==> src/rtl/tdm_pkg.sv <==
// Shared types for the 4-slot TDM demultiplexer: FSM state, slot index and frame size.
package tdm_pkg;

  localparam int NUM_SLOTS = 4;

  typedef logic [1:0] slot_t;

  typedef enum logic {
    IDLE    = 1'b0,
    COLLECT = 1'b1
  } state_t;

endpackage

==> src/rtl/tdm_demux_4ch.sv <==
// Splits a time-multiplexed beat stream into four channel registers, one frame at a time.
// Outputs change only when a complete frame has been collected.
//
// state   | meaning
// IDLE    | waiting for a frame_start beat; plain beats are ignored
// COLLECT | slots 0..slot_q-1 captured in shadow, waiting for slot slot_q
module tdm_demux_4ch
  import tdm_pkg::*;
#(
  parameter int WIDTH     = 8,
  parameter int NUM_SLOTS = tdm_pkg::NUM_SLOTS
) (
  input  logic             clk,
  input  logic             reset,
  input  logic [WIDTH-1:0] in_data,
  input  logic             in_valid,
  input  logic             frame_start,
  output logic [WIDTH-1:0] out_0,
  output logic [WIDTH-1:0] out_1,
  output logic [WIDTH-1:0] out_2,
  output logic [WIDTH-1:0] out_3,
  output logic             frame_valid,
  output logic             frame_error,
  output logic             busy
);

  localparam slot_t LAST_SLOT = slot_t'(NUM_SLOTS - 1);

  state_t           state_q;
  slot_t            slot_q;
  slot_t            slot_d;
  logic [WIDTH-1:0] shadow_q [NUM_SLOTS-1];
  logic [WIDTH-1:0] out_q    [NUM_SLOTS];
  logic             frame_valid_q;
  logic             frame_error_q;

  always_comb begin
    slot_d = slot_q + slot_t'(1);
  end

  always_ff @(posedge clk) begin
    if (reset) begin
      state_q       <= IDLE;
      slot_q        <= '0;
      frame_valid_q <= 1'b0;
      frame_error_q <= 1'b0;
      for (int i = 0; i < NUM_SLOTS - 1; i++) shadow_q[i] <= '0;
      for (int i = 0; i < NUM_SLOTS; i++)     out_q[i]    <= '0;
    end else begin
      frame_valid_q <= 1'b0;
      frame_error_q <= 1'b0;
      if (in_valid) begin
        case (state_q)
          IDLE: begin
            if (frame_start) begin
              shadow_q[0] <= in_data;
              slot_q      <= slot_t'(1);
              state_q     <= COLLECT;
            end
          end
          COLLECT: begin
            if (frame_start) begin
              // abort the partial frame and restart on this beat as slot 0
              frame_error_q <= 1'b1;
              shadow_q[0]   <= in_data;
              slot_q        <= slot_t'(1);
            end else if (slot_q == LAST_SLOT) begin
              out_q[0]      <= shadow_q[0];
              out_q[1]      <= shadow_q[1];
              out_q[2]      <= shadow_q[2];
              out_q[3]      <= in_data;
              frame_valid_q <= 1'b1;
              slot_q        <= '0;
              state_q       <= IDLE;
            end else begin
              case (slot_q)
                2'd1:    shadow_q[1] <= in_data;
                2'd2:    shadow_q[2] <= in_data;
                default: shadow_q[0] <= in_data;
              endcase
              slot_q <= slot_d;
            end
          end
          default: begin
            state_q <= IDLE;
            slot_q  <= '0;
          end
        endcase
      end
    end
  end

  assign out_0       = out_q[0];
  assign out_1       = out_q[1];
  assign out_2       = out_q[2];
  assign out_3       = out_q[3];
  assign frame_valid = frame_valid_q;
  assign frame_error = frame_error_q;
  assign busy        = (state_q == COLLECT);

endmodule

==> config.mk <==
export PLATFORM = sky130hd
export DESIGN_NAME = tdm_demux_4ch
export DESIGN_NICKNAME = d
export VERILOG_FILES = /design/src/rtl/tdm_pkg.sv /design/src/rtl/tdm_demux_4ch.sv
export SDC_FILE = /design/constraint.sdc
export NUM_CORES = 1
export LEC_CHECK = 0
export CORE_UTILIZATION = 51
export DETAILED_ROUTE_END_ITERATION = 8
export PLACE_DENSITY = 0.78
export SLEW_MARGIN = 20
export SYNTH_ARGS = -nofsm -noshare
export SYNTH_HDL_FRONTEND = slang
export SYNTH_SLANG_ARGS = --single-unit
==> constraint.sdc <==
create_clock -name clk -period 2.2 [get_ports clk]
set_input_delay 0.22 -clock clk [delete_from_list [all_inputs] [get_ports clk]]
set_output_delay 0.22 -clock clk [all_outputs]
set_load 0.03 [all_outputs]
Word-level counts from Yosys, hierarchy flattened
Memories as Yosys holds them, arrays and structs flattened.
Index checks and enable logic that the tools add are counted.

operators by class
  add/sub/neg operators = 1
  equal/unequal tests = 4
  mux-type cells = 54
  bitwise operators = 10
  reduce and logical (&&, ||, !) cells = 2

operator list
  kind                                                  number
  two-way mux 8 bit                                     9
  two-way mux 1 bit                                     40
  bitwise OR 1 bit                                      9
  two-way mux 2 bit                                     3
  equality test 2 bit (second input constant)           2
  case mux 2 bit (2 select lines)                       1
  adder 2 x 1 -> 2 bit (second input constant)          1
  equality test 2 x 1 -> 1 bit (second input constant)  1
  != test 2 bit (second input constant)                 1
  case mux 1 bit (2 select lines)                       1
  AND reduction 2 bit                                   1
  OR reduction 2 bit                                    1
  inverter 1 bit                                        1

word-level totals
  bits in registers = 5
  RAM bits = 56
  input bits = 12
  word-level logic and storage cells = 77
  memories kept = 2

memories
  name      depth  bits a word  rd ports  clocked after memory_dff  write ports  line                 RTL
  out_q     4      8            4         0                         4            tdm_demux_4ch.sv:33  logic [WIDTH-1:0] out_q [NUM_SLOTS];
  shadow_q  3      8            3         0                         3            tdm_demux_4ch.sv:32  logic [WIDTH-1:0] shadow_q [NUM_SLOTS-1];

Longest topological paths before layout
Gate-level depths: netlist of the first run.

  depth in word-level cells = 10
  mapped depth = 5

Worst setup path before layout of the first run
No wires, ideal clock.

  kind = register to register
  from = reg state_q (netlist: busy)
  to = mem out_q[0][0], enable pin
  data arrival time = 1.751 ns
  data required time = 1.811 ns
  setup slack = 0.059 ns
  stages on the path, launching flop included = 5
  buffers on the path = 2
  clock period less this slack = 2.141 ns
  path through = dfxtp_1 -> buf_4 -> nand4b_4 -> buf_2 -> nand2_1

RTL lines
  what                    line                 RTL
  start, declared         tdm_demux_4ch.sv:29  state_t state_q;
  start signal, assigned  tdm_demux_4ch.sv:43  state_q <= IDLE;
  start signal, assigned  tdm_demux_4ch.sv:58  state_q <= COLLECT;
  start signal, assigned  tdm_demux_4ch.sv:74  state_q <= IDLE;
  end, declared           tdm_demux_4ch.sv:33

Worst setup path in the final report of the first run
  from = reg state_q (netlist: busy)
  to = out busy

RTL lines
  what           line                 RTL
  end, declared  tdm_demux_4ch.sv:24  output logic busy

No word-level cell between the ends.

==> results of run 1 <==
## cell type report
class	instances	area share
flip-flops and latches	61	0.555
multi-input cells	74	0.175
repair buffers	51	0.159
clock buffers	10	0.0397
clock inverters	6	0.0315
well taps	67	0.0261
inverters	12	0.0140
## flip-flops by register name (all words and copies together), names as in the netlist
| signal | count |
|---|---|
| frame_valid | 1 |
| slot_q | 2 |
| busy | 1 |
| shadow_q | 24 |
| out_q | 32 |
| frame_error | 1 |
## through the flow
stage	utilization	total power (W)
after floorplan	-	0.00149
after global placement	0.632	0.00157
after detailed placement	0.632	0.00158
after CTS	0.680	0.00272
after global routing	0.680	0.00279
final	0.680	0.00271
## Yosys cell counts (2+ instances only)
| cell | n | area share |
|---|---|---|
| nor3_1 | 8 | 0.016 |
| edfxtp_1 | 56 | 0.67 |
| inv_1 | 12 | 0.018 |
| ha_1 | 4 | 0.020 |
| nor3b_1 | 23 | 0.069 |
| nor4_1 | 16 | 0.040 |
| nor2_1 | 2 | 0.0030 |
| a21bo_2 | 2 | 0.0080 |
| o21ai_0 | 2 | 0.0040 |
| buf_4 | 2 | 0.0060 |
| dfxtp_1 | 5 | 0.040 |
| a21oi_1 | 2 | 0.0040 |
| nand2_1 | 2 | 0.0030 |
| a21o_1 | 2 | 0.0060 |
| buf_6 | 5 | 0.023 |
| buf_2 | 3 | 0.0060 |
## power by group through the flow
stage | sequential [W] | clock, W | combinational [W]
2_1_floorplan | 0.00140 | 0 | 0.0000964
3_3_place_gp | 0.00135 | 0 | 0.000213
3_5_place_dp | 0.00136 | 0 | 0.000220
4_1_cts | 0.00133 | 0.00117 | 0.000221
5_1_grt | 0.00134 | 0.00122 | 0.000234
6_report | 0.00133 | 0.00116 | 0.000221
## worst max path at each step
stage | startpoint | end | cells after the start
2_1_floorplan | busy$_SDFFE_PP0P_ | out_q[0][0]$_SDFFCE_PN0P_ | 4
4_1_cts | busy$_SDFFE_PP0P_ | busy | 1
3_5_place_dp | frame_start | shadow_q[1][3]$_DFFE_PP_ | 3
6_report | busy$_SDFFE_PP0P_ | busy | 1
5_1_grt | frame_start | shadow_q[2][5]$_DFFE_PP_ | 3
3_3_place_gp | frame_start | shadow_q[1][6]$_DFFE_PP_ | 3
## per-layer routing
| metal | track usage | up-vias | share of wire |
|---|---|---|---|
| met1 | 0.212 | 719 | 0.39 |
| met5 | 0 | - | 0 |
| met2 | 0.344 | 50 | 0.55 |
| met3 | 0.0556 | 8 | 0.044 |
| li1 | - | 704 | - |
| met4 | 0.126 | 0 | 0.017 |
## logic make-up (layout without fill, tap and decap cells)
family	count (synthesis)	in the layout
buffers and inverters	25	79
DFF	61	61
AOI/OAI and AO/OA	10	10
adders and majority gates	4	4
and+or+nand+nor	60	60
==> results.rst, run 1 <==
.. list-table::
   :header-rows: 1

   * - Metric
     - Value
   * - Number of antenna cells inserted
     - 0
   * - Static leakage
     - 1.14 nW
   * - Hold Crit Endpoint
     - out_q[2][6]$_SDFFCE_PN0P_
   * - Final Cell Area
     - roughly 0.0032 mm²
   * - Count of hold buffers inserted by post-cts repair
     - 0
   * - Pre-CTS worst setup slack
     - slightly above 0.08 ns
   * - CTS HTree Levels
     - 3
   * - Routed WL per cell
     - between 15 and 20 µm
   * - Worst IR Drop VDD
     - 391 µV
   * - Worst Tran Pin Value
     - around 1.0 ns
   * - Most frequent standard cell in the layout excluding fill and tap cells
     - edfxtp_1
   * - # nets final
     - approximately 230
   * - Primary flip-flop cell chosen by synthesis mapping
     - edfxtp_1
   * - R2R Setup Slk
     - between 0.4 and 0.5 ns
   * - Synth warn
     - 0
   * - Port buffer count
     - 46
   * - Worst Hold Depth
     - 1
   * - Residual DRC
     - 0
   * - Result of the run
     - finished, final reports clean
   * - Capture point of the worst reg-to-reg path
     - shadow_q[2][1]$_DFFE_PP_
   * - Delay of the slowest cell on the worst path
     - 0.74 ns
   * - Total Negative Setup Slacks
     - 0 ns
   * - Resized Gates After CTS
     - 0
   * - Dominant combinational cell family by area after synthesis
     - simple AND/OR/NAND/NOR gates
   * - Number of global-route vias before repair
     - 1,536
   * - Die X
     - between 70 and 80 µm
   * - 1st-iter DRT viols
     - between 70 and 80
   * - Cell total after placement
     - 265
   * - Std-Cell Rows
     - 25
   * - Critical path start-end classification
     - register to output port
   * - Final critical-path share of the clock period
     - 0.833
   * - Synth Area in Adders
     - 0.0200
   * - Layout cells sized above 1
     - 0.121
   * - Clock power frac
     - 0.427
   * - DIE HEIGHT
     - approximately 72 µm
   * - Final setup margin
     - about 0.37 ns
   * - Net Count, Synth
     - approximately 180
   * - Compound-gate portion of the synthesized area
     - 0.0285
   * - Signed area change from the synthesized netlist to the final layout
     - 28.6%
   * - Clock tree from TritonCTS
     - built
   * - Clock-pin slew on the worst setup and hold paths
     - 0.07 ns
   * - Overall Global Routing Usage
     - 0.198
   * - Count of boundary I/O pins
     - 47
   * - Total overflow reported by the global router
     - 0
   * - Asr flop ratio synth
     - 0
   * - Fin cells
     - 281
   * - First-pass GRT wire length
     - about 7300 µm
   * - Cell class contributing the biggest share of worst-path delay
     - buffers and inverters
   * - Cells traversed along the worst timing path
     - clkdlybuf4s50_1
   * - Detailed-route wire length
     - about 4500 µm
   * - Area of the multi-input gates
     - about 560 µm²
   * - Share of total power in combinational logic
     - 0.082
   * - Cell type of the slowest stage on the worst timing path
     - clkdlybuf4s50_1
   * - Max-Cap Viols
     - 0
   * - Number of detailed-routing iterations run before antenna repair
     - 4
   * - Maximum clock skew at final layout
     - roughly 0.0086 ns
   * - CTS root buf
     - clkbuf_8
   * - Setup Buffers After CTS
     - 0
   * - Cells after Synth
     - between 150 and 200
   * - Number of flops mapped to enable cells by yosys
     - 56
   * - Hold violation total from the final report
     - 0
   * - Placer congestion estimate
     - 0.776
   * - FF/Latch Area
     - around 0.0018 mm²
   * - Worst Path Required
     - a little under 2 ns
   * - Type of the tightest min-delay check
     - register to register
   * - Mux cell area share after synthesis
     - 0
   * - Average instance area after synthesis
     - about 16 µm²
   * - Final Max Slew Viols
     - 0
   * - Vias per cell
     - between 5 and 6
   * - Crit path time final
     - between 1.5 and 2 ns
   * - Number of inserted filler cells in the final layout
     - about 320
   * - Simple-gate share of the synthesized area
     - 0.177
   * - Post-DP Area
     - slightly below 0.003 mm²
   * - Number of CTS-inserted buffers
     - 9
   * - Initial antenna violation count
     - 0
   * - Combined area of all synthesized cells
     - ~0.0025 mm²
   * - Unrepaired setup endpoints after global routing
     - false
   * - Worst-skew pair later-pin latency
     - 0.33 ns
   * - Arr. time, crit path
     - around 1.6 ns
   * - Half-perimeter wire length after detailed placement
     - between 2000 and 3000 µm
   * - Achievable frequency
     - 0.546 GHz
   * - Longest Clk Path Bufs
     - 2
   * - Max-slew headroom
     - 0.312
   * - Commonest cells after routing, fill and taps aside
     - edfxtp_1 (56), clkdlybuf4s50_1 (46), nor3b_1 (23)
   * - Sw power
     - 0.000569 W
   * - Max FO, Critical Path
     - 10
   * - Count of buffering cells on the critical path with inverters included
     - 1
   * - Number of sinks handled by clock tree synthesis
     - 61
   * - Post-Synth XOR/XNOR Area
     - 0
   * - Sw Share
     - 0.210
   * - Largest net degree at the start of global routing
     - 34
   * - Depth of the most critical reg-to-reg path
     - 2
   * - Count of distinct cell types in the synthesized netlist
     - 30
   * - FF-to-FF Start
     - busy$_SDFFE_PP0P_
   * - Internal power
     - around 0.0021 W
   * - Number of antenna-violating nets in the routed design
     - 0
   * - Kind of capture point of the worst setup path
     - output port
   * - Sequential element share of the synthesized area
     - 0.713
   * - HP Start
     - shadow_q[2][6]$_DFFE_PP_
   * - Worst-case hold slack
     - ~0.58 ns
   * - Initial Utilization
     - 0.529
   * - Setup violation total in the final timing report
     - 0
   * - Pwr Density
     - 844 mW/mm²
   * - Category of the worst setup path launch point
     - register
   * - Core area
     - between 0.004 and 0.005 mm²
   * - Via count of the routed design
     - around 1,500
   * - Share of power burned in registers
     - 0.491
   * - Flip-flop and latch count after synthesis
     - between 60 and 70
   * - Full die area
     - 0.00518 mm²
Note: power is estimated with default switching activity, not from simulation.
==> inputs of run 2 (changes only) <==
- clock period: 2.2 -> 1.7 ns (I/O delays scaled with it)
==> results.rst, run 2 (synthesis gave the netlist of run 1 again) <==
.. list-table::
   :header-rows: 1

   * - Metric
     - Value
   * - Layout cells sized above 1
     - 0.144
   * - Overall Global Routing Usage
     - 0.185
   * - Sw Share
     - 0.224
   * - Final Cell Area
     - about 0.0032 mm²
   * - Largest net degree at the start of global routing
     - 34
   * - First-pass GRT wire length
     - 6780 µm
   * - Achievable frequency
     - around 0.63 GHz
   * - Kind of capture point of the worst setup path
     - register
   * - Total overflow reported by the global router
     - 0
   * - Detailed-route wire length
     - approximately 4400 µm
   * - Clock power frac
     - 0.373
   * - Internal power
     - around 0.0025 W
   * - Routed WL per cell
     - between 15 and 20 µm
   * - Residual DRC
     - 0
   * - Worst-skew pair later-pin latency
     - 0.33 ns
   * - Worst Tran Pin Value
     - 0.612 ns
   * - Number of antenna cells inserted
     - 0
   * - Static leakage
     - 1.13 nW
   * - Number of detailed-routing iterations run before antenna repair
     - 4
   * - Vias per cell
     - 5.22
   * - Unrepaired setup endpoints after global routing
     - false
   * - Final Max Slew Viols
     - 0
   * - Pwr Density
     - about 1000 mW/mm²
   * - Signed area change from the synthesized netlist to the final layout
     - 27.5%
   * - Final critical-path share of the clock period
     - 0.934
   * - Clock-pin slew on the worst setup and hold paths
     - 0.07 ns
   * - Full die area
     - between 0.005 and 0.006 mm²
   * - Cell type of the slowest stage on the worst timing path
     - dfxtp_1
   * - Worst IR Drop VDD
     - 559 µV
   * - Via count of the routed design
     - about 1,500
   * - Std-Cell Rows
     - 25
   * - Number of sinks handled by clock tree synthesis
     - slightly above 60
   * - Category of the worst setup path launch point
     - register
   * - Count of hold buffers inserted by post-cts repair
     - 0
   * - Crit path time final
     - 1.59 ns
   * - Max FO, Critical Path
     - 33
   * - Most flop-heavy register
     - out_q
   * - Type of the tightest min-delay check
     - input pin to register
   * - DIE HEIGHT
     - 72.0 µm
   * - Result of the run
     - finished, final reports clean
   * - Initial antenna violation count
     - 0
   * - Number of antenna-violating nets in the routed design
     - 0
   * - Setup violation total in the final timing report
     - 0
   * - Arr. time, crit path
     - ~1.7 ns
   * - Fin util
     - 0.674
   * - Hold violation total from the final report
     - 0
   * - Number of CTS-inserted buffers
     - 9
   * - Delay of the slowest cell on the worst path
     - around 0.40 ns
   * - Largest register FFs
     - 32
   * - Commonest cells after routing, fill and taps aside
     - edfxtp_1 (56), clkdlybuf4s50_1 (45), nor3b_1 (23)
   * - Share of total power in combinational logic
     - 0.090
   * - Max-Cap Viols
     - 0
   * - Most frequent standard cell in the layout excluding fill and tap cells
     - edfxtp_1
   * - CTS root buf
     - clkbuf_8
   * - Worst Path Required
     - about 1.8 ns
   * - Longest Clk Path Bufs
     - 2
   * - Placer congestion estimate
     - 0.770
   * - Port buffer count
     - 46
   * - Largest registers
     - out_q x32, shadow_q x24, slot_q x2
   * - Share of power burned in registers
     - 0.537
   * - Cells traversed along the worst timing path
     - ha_1 > nand4b_4 > buf_4 > nor3b_1
   * - Half-perimeter wire length after detailed placement
     - ~2900 µm
   * - Count of boundary I/O pins
     - 47
   * - Core area
     - around 0.0047 mm²
   * - Maximum clock skew at final layout
     - a little under 0.007 ns
   * - # nets final
     - ~230
   * - Critical path start-end classification
     - register to register
   * - 1st-iter DRT viols
     - 64
   * - Total power
     - 0.00321 W
   * - Post-DP Area
     - about 0.0030 mm²
   * - Clock tree from TritonCTS
     - built
   * - Sw power
     - between 0.0007 and 0.0008 W
   * - Number of global-route vias before repair
     - roughly 1,500
   * - Max-slew headroom
     - 0.592
   * - Initial Utilization
     - 0.529
   * - CTS HTree Levels
     - 3
   * - Die X
     - around 70 µm
## run 2: layout make-up
type | instances | area (µm²)
Multi-Input combinational cell | 74 | 579
Tap cell | 67 | 83.8
Sequential cell | 61 | 1780
Fill cell | 320 | 1540
Clock buffer | 12 | 135
Inverter | 12 | 45.0
Clock inverter | 4 | 48.8
Timing Repair Buffer | 53 | 512
## run 2: routing by layer
metal,vias up,share of wire,GRT usage
met5,-,0,0
met4,0,0.021,0.126
met3,9,0.052,0.0542
met2,51,0.54,0.320
li1,710,-,-
met1,706,0.39,0.196
## run 2: power by group through the flow
stage / Sequential, W / Combinational, W / Clock (W)
2_1_floorplan: 0.00181 / 0.000126 / 0
3_3_place_gp: 0.00175 / 0.000277 / 0
3_5_place_dp: 0.00176 / 0.000286 / 0
4_1_cts: 0.00172 / 0.000286 / 0.00122
5_1_grt: 0.00173 / 0.000306 / 0.00127
6_report: 0.00172 / 0.000288 / 0.00120
## run 2: what timing repair did
action / in CTS / in global routing
endpoints found under the hold margin: 0 / 0
resized for setup: 1 / 2
buffers inserted: 0 / 0
endpoints found under the setup margin: 1 / 20
## run 2: worst max-delay path: cells and delay by family, from the launching register on
kind,cells,cell delay (ns)
adder cells (fa/ha/maj),1,0.28
flip-flops,1,0.40
AND/OR/NAND/NOR,2,0.44
buffers and inverters,1,0.27
## run 2: metrics by stage
| step | setup TNS, ns | worst slack, ns | hold slack (ns) | std cells |
|---|---|---|---|---|
| 2_1_floorplan | 0 | 0.0403 | 0.401 | 160 |
| 3_3_place_gp | -2.08 | -0.103 | 0.569 | 267 |
| 3_5_place_dp | -4.60 | -0.203 | 0.578 | 267 |
| 4_1_cts | 0 | 0.0333 | 0.554 | 283 |
| 5_1_grt | 0 | 0.0187 | 0.577 | 283 |
| 6_report | 0 | 0.112 | 0.559 | 283 |
## run 2: worst paths after layout
kind / from / endpoint / slack [ns] / depth (start not counted)
worst max-delay path: slot_q[1]$_SDFFE_PP0P_ / out_q[0][5]$_SDFFCE_PN0P_ / 0.11 / 4
worst min-delay path: in_data[1] / out_q[3][1]$_SDFFCE_PN0P_ / 0.56 / 3
worst min register to register: shadow_q[2][6]$_DFFE_PP_ / out_q[2][6]$_SDFFCE_PN0P_ / 0.58 / 1
worst max register to register: slot_q[1]$_SDFFE_PP0P_ / out_q[0][5]$_SDFFCE_PN0P_ / 0.11 / 4
==> inputs of run 3 (changes only) <==
- ABC_CLOCK_PERIOD_IN_PS: default -> 1700
- SKIP_CTS_REPAIR_TIMING: default -> 1
==> results.rst, run 3 (synthesis gave the netlist of run 1 again) <==
.. list-table::
   :header-rows: 1

   * - Metric
     - Value
   * - Cells traversed along the worst timing path
     - ha_1 > nand4b_4 > buf_4 > nor3b_1
   * - Worst-skew pair later-pin latency
     - 0.33 ns
   * - Number of CTS-inserted buffers
     - 9
   * - Std-Cell Rows
     - 25
   * - Pwr Density
     - between 1000 and 1500 mW/mm²
   * - Final Max Slew Viols
     - 0
   * - Number of sinks handled by clock tree synthesis
     - 61
   * - CTS root buf
     - clkbuf_8
   * - Number of antenna cells inserted
     - 0
   * - Largest registers
     - out_q x32, shadow_q x24, slot_q x2
   * - Count of buffering cells on the critical path with inverters included
     - 1
   * - Cell total after placement
     - 267
   * - # nets final
     - between 200 and 250
   * - DIE HEIGHT
     - approximately 72 µm
   * - Core area
     - 0.00472 mm²
   * - Achievable frequency
     - 0.628 GHz
   * - Post-DP Area
     - around 0.003 mm²
   * - Largest net degree at the start of global routing
     - 34
   * - Max FO, Critical Path
     - 33
   * - Worst Path Required
     - ~1.8 ns
   * - Initial antenna violation count
     - 0
   * - Max-slew headroom
     - 0.592
   * - Unrepaired setup endpoints after global routing
     - false
   * - Port buffer count
     - 46
   * - Overall Global Routing Usage
     - 0.185
   * - FF/Latch Area
     - roughly 0.0018 mm²
   * - Vias per cell
     - roughly 5.3
   * - M2 GR Usage
     - 0.320
   * - Number of global-route vias before repair
     - 1,454
   * - Type of the tightest min-delay check
     - input pin to register
   * - Detailed-route wire length
     - 4360 µm
   * - 1st-iter DRT viols
     - between 60 and 70
   * - Met1 track demand over resource
     - 0.196
   * - Result of the run
     - finished, final reports clean
   * - Worst Tran Pin Value
     - between 0.6 and 0.7 ns
   * - Number of detailed-routing iterations run before antenna repair
     - 4
   * - First-pass GRT wire length
     - 6780 µm
   * - Met3 track demand over resource
     - 0.0542
   * - Worst-case hold slack
     - roughly 0.56 ns
   * - Cell class contributing the biggest share of worst-path delay
     - simple AND/OR/NAND/NOR gates
   * - Cell type of the slowest stage on the worst timing path
     - dfxtp_1
   * - Fin util
     - 0.675
   * - Clock-pin slew on the worst setup and hold paths
     - 0.07 ns
   * - Via count of the routed design
     - 1,486
   * - Most frequent standard cell in the layout excluding fill and tap cells
     - edfxtp_1
   * - Worst IR Drop VDD
     - around 560 µV
   * - Clock tree from TritonCTS
     - built
   * - Placer congestion estimate
     - just under 0.8
   * - Residual DRC
     - 0
   * - Fin cells
     - approximately 280
   * - Number of inserted filler cells in the final layout
     - 320
   * - Signed area change from the synthesized netlist to the final layout
     - 27.6%
   * - Maximum clock skew at final layout
     - 0.00679 ns
   * - Hold violation total from the final report
     - 0
   * - Initial Utilization
     - 0.529
   * - Largest register FFs
     - 32
   * - Die X
     - 72.0 µm
   * - Total power
     - approximately 0.0032 W
   * - Global routing's busiest layer
     - met2
   * - Routed WL per cell
     - roughly 15 µm
   * - Critical path start-end classification
     - register to register
   * - Final critical-path share of the clock period
     - 0.937
   * - Most flop-heavy register
     - out_q
   * - Total overflow reported by the global router
     - 0
   * - Commonest cells after routing, fill and taps aside
     - edfxtp_1 (56), clkdlybuf4s50_1 (45), nor3b_1 (23)
   * - Half-perimeter wire length after detailed placement
     - ~2900 µm
   * - Delay of the slowest cell on the worst path
     - around 0.40 ns
   * - Category of the worst setup path launch point
     - register
   * - CTS HTree Levels
     - 3
   * - Final Cell Area
     - about 0.0032 mm²
   * - Kind of capture point of the worst setup path
     - register
   * - Setup violation total in the final timing report
     - 0
   * - Layout cells sized above 1
     - 0.144
   * - Arr. time, crit path
     - 1.73 ns
   * - Count of boundary I/O pins
     - 47
   * - Max-Cap Viols
     - 0
   * - Longest Clk Path Bufs
     - 2
   * - Area of the multi-input gates
     - 579 µm²
   * - Full die area
     - 0.00518 mm²
   * - Static leakage
     - 1.14 nW
   * - Crit path time final
     - 1.59 ns
   * - Number of antenna-violating nets in the routed design
     - 0
[run 3: cell type report]
cell class	instances	share of cell area
flip-flops and latches	61	0.559
multi-input cells	74	0.182
repair buffers	53	0.162
inverters	12	0.0141
clock buffers	12	0.0424
well taps	67	0.0263
clock inverters	4	0.0153
[run 3: tightest hold or removal path, cell delays in order]
cell and delay [ns]:
clkdlybuf4s50_1 0.40, inv_1 0.10, nor3_1 0.06
[run 3: path summary, 6_finish.rpt]
check,from,to,slack [ns],depth (start not counted)
max,slot_q[1]$_SDFFE_PP0P_,out_q[0][5]$_SDFFCE_PN0P_,0.11,4
min,in_data[1],out_q[3][1]$_SDFFCE_PN0P_,0.56,3
max reg2reg,slot_q[1]$_SDFFE_PP0P_,out_q[0][5]$_SDFFCE_PN0P_,0.11,4
min reg2reg,shadow_q[2][6]$_DFFE_PP_,out_q[2][6]$_SDFFCE_PN0P_,0.58,1
[run 3: routing by layer]
layer  vias up  routed length, µm
li1        708                  -
met1       716               1710
met2        53               2350
met3         9                215
met4         0                 93
met5         -                  0
[run 3: per-stage QoR]
stage          TNS (ns)  setup slack [ns]
2_1_floorplan         0            0.0403
4_1_cts         -0.0976           -0.0976
3_5_place_dp      -4.60            -0.203
6_report              0             0.108
3_3_place_gp      -2.08            -0.103
5_1_grt               0            0.0186
[run 3: where the power goes]
part / switching [W] / internal (W)
Combinational: 0.000173 / 0.000116
Clock: 0.000522 / 0.000676
Sequential: 0.0000228 / 0.00170
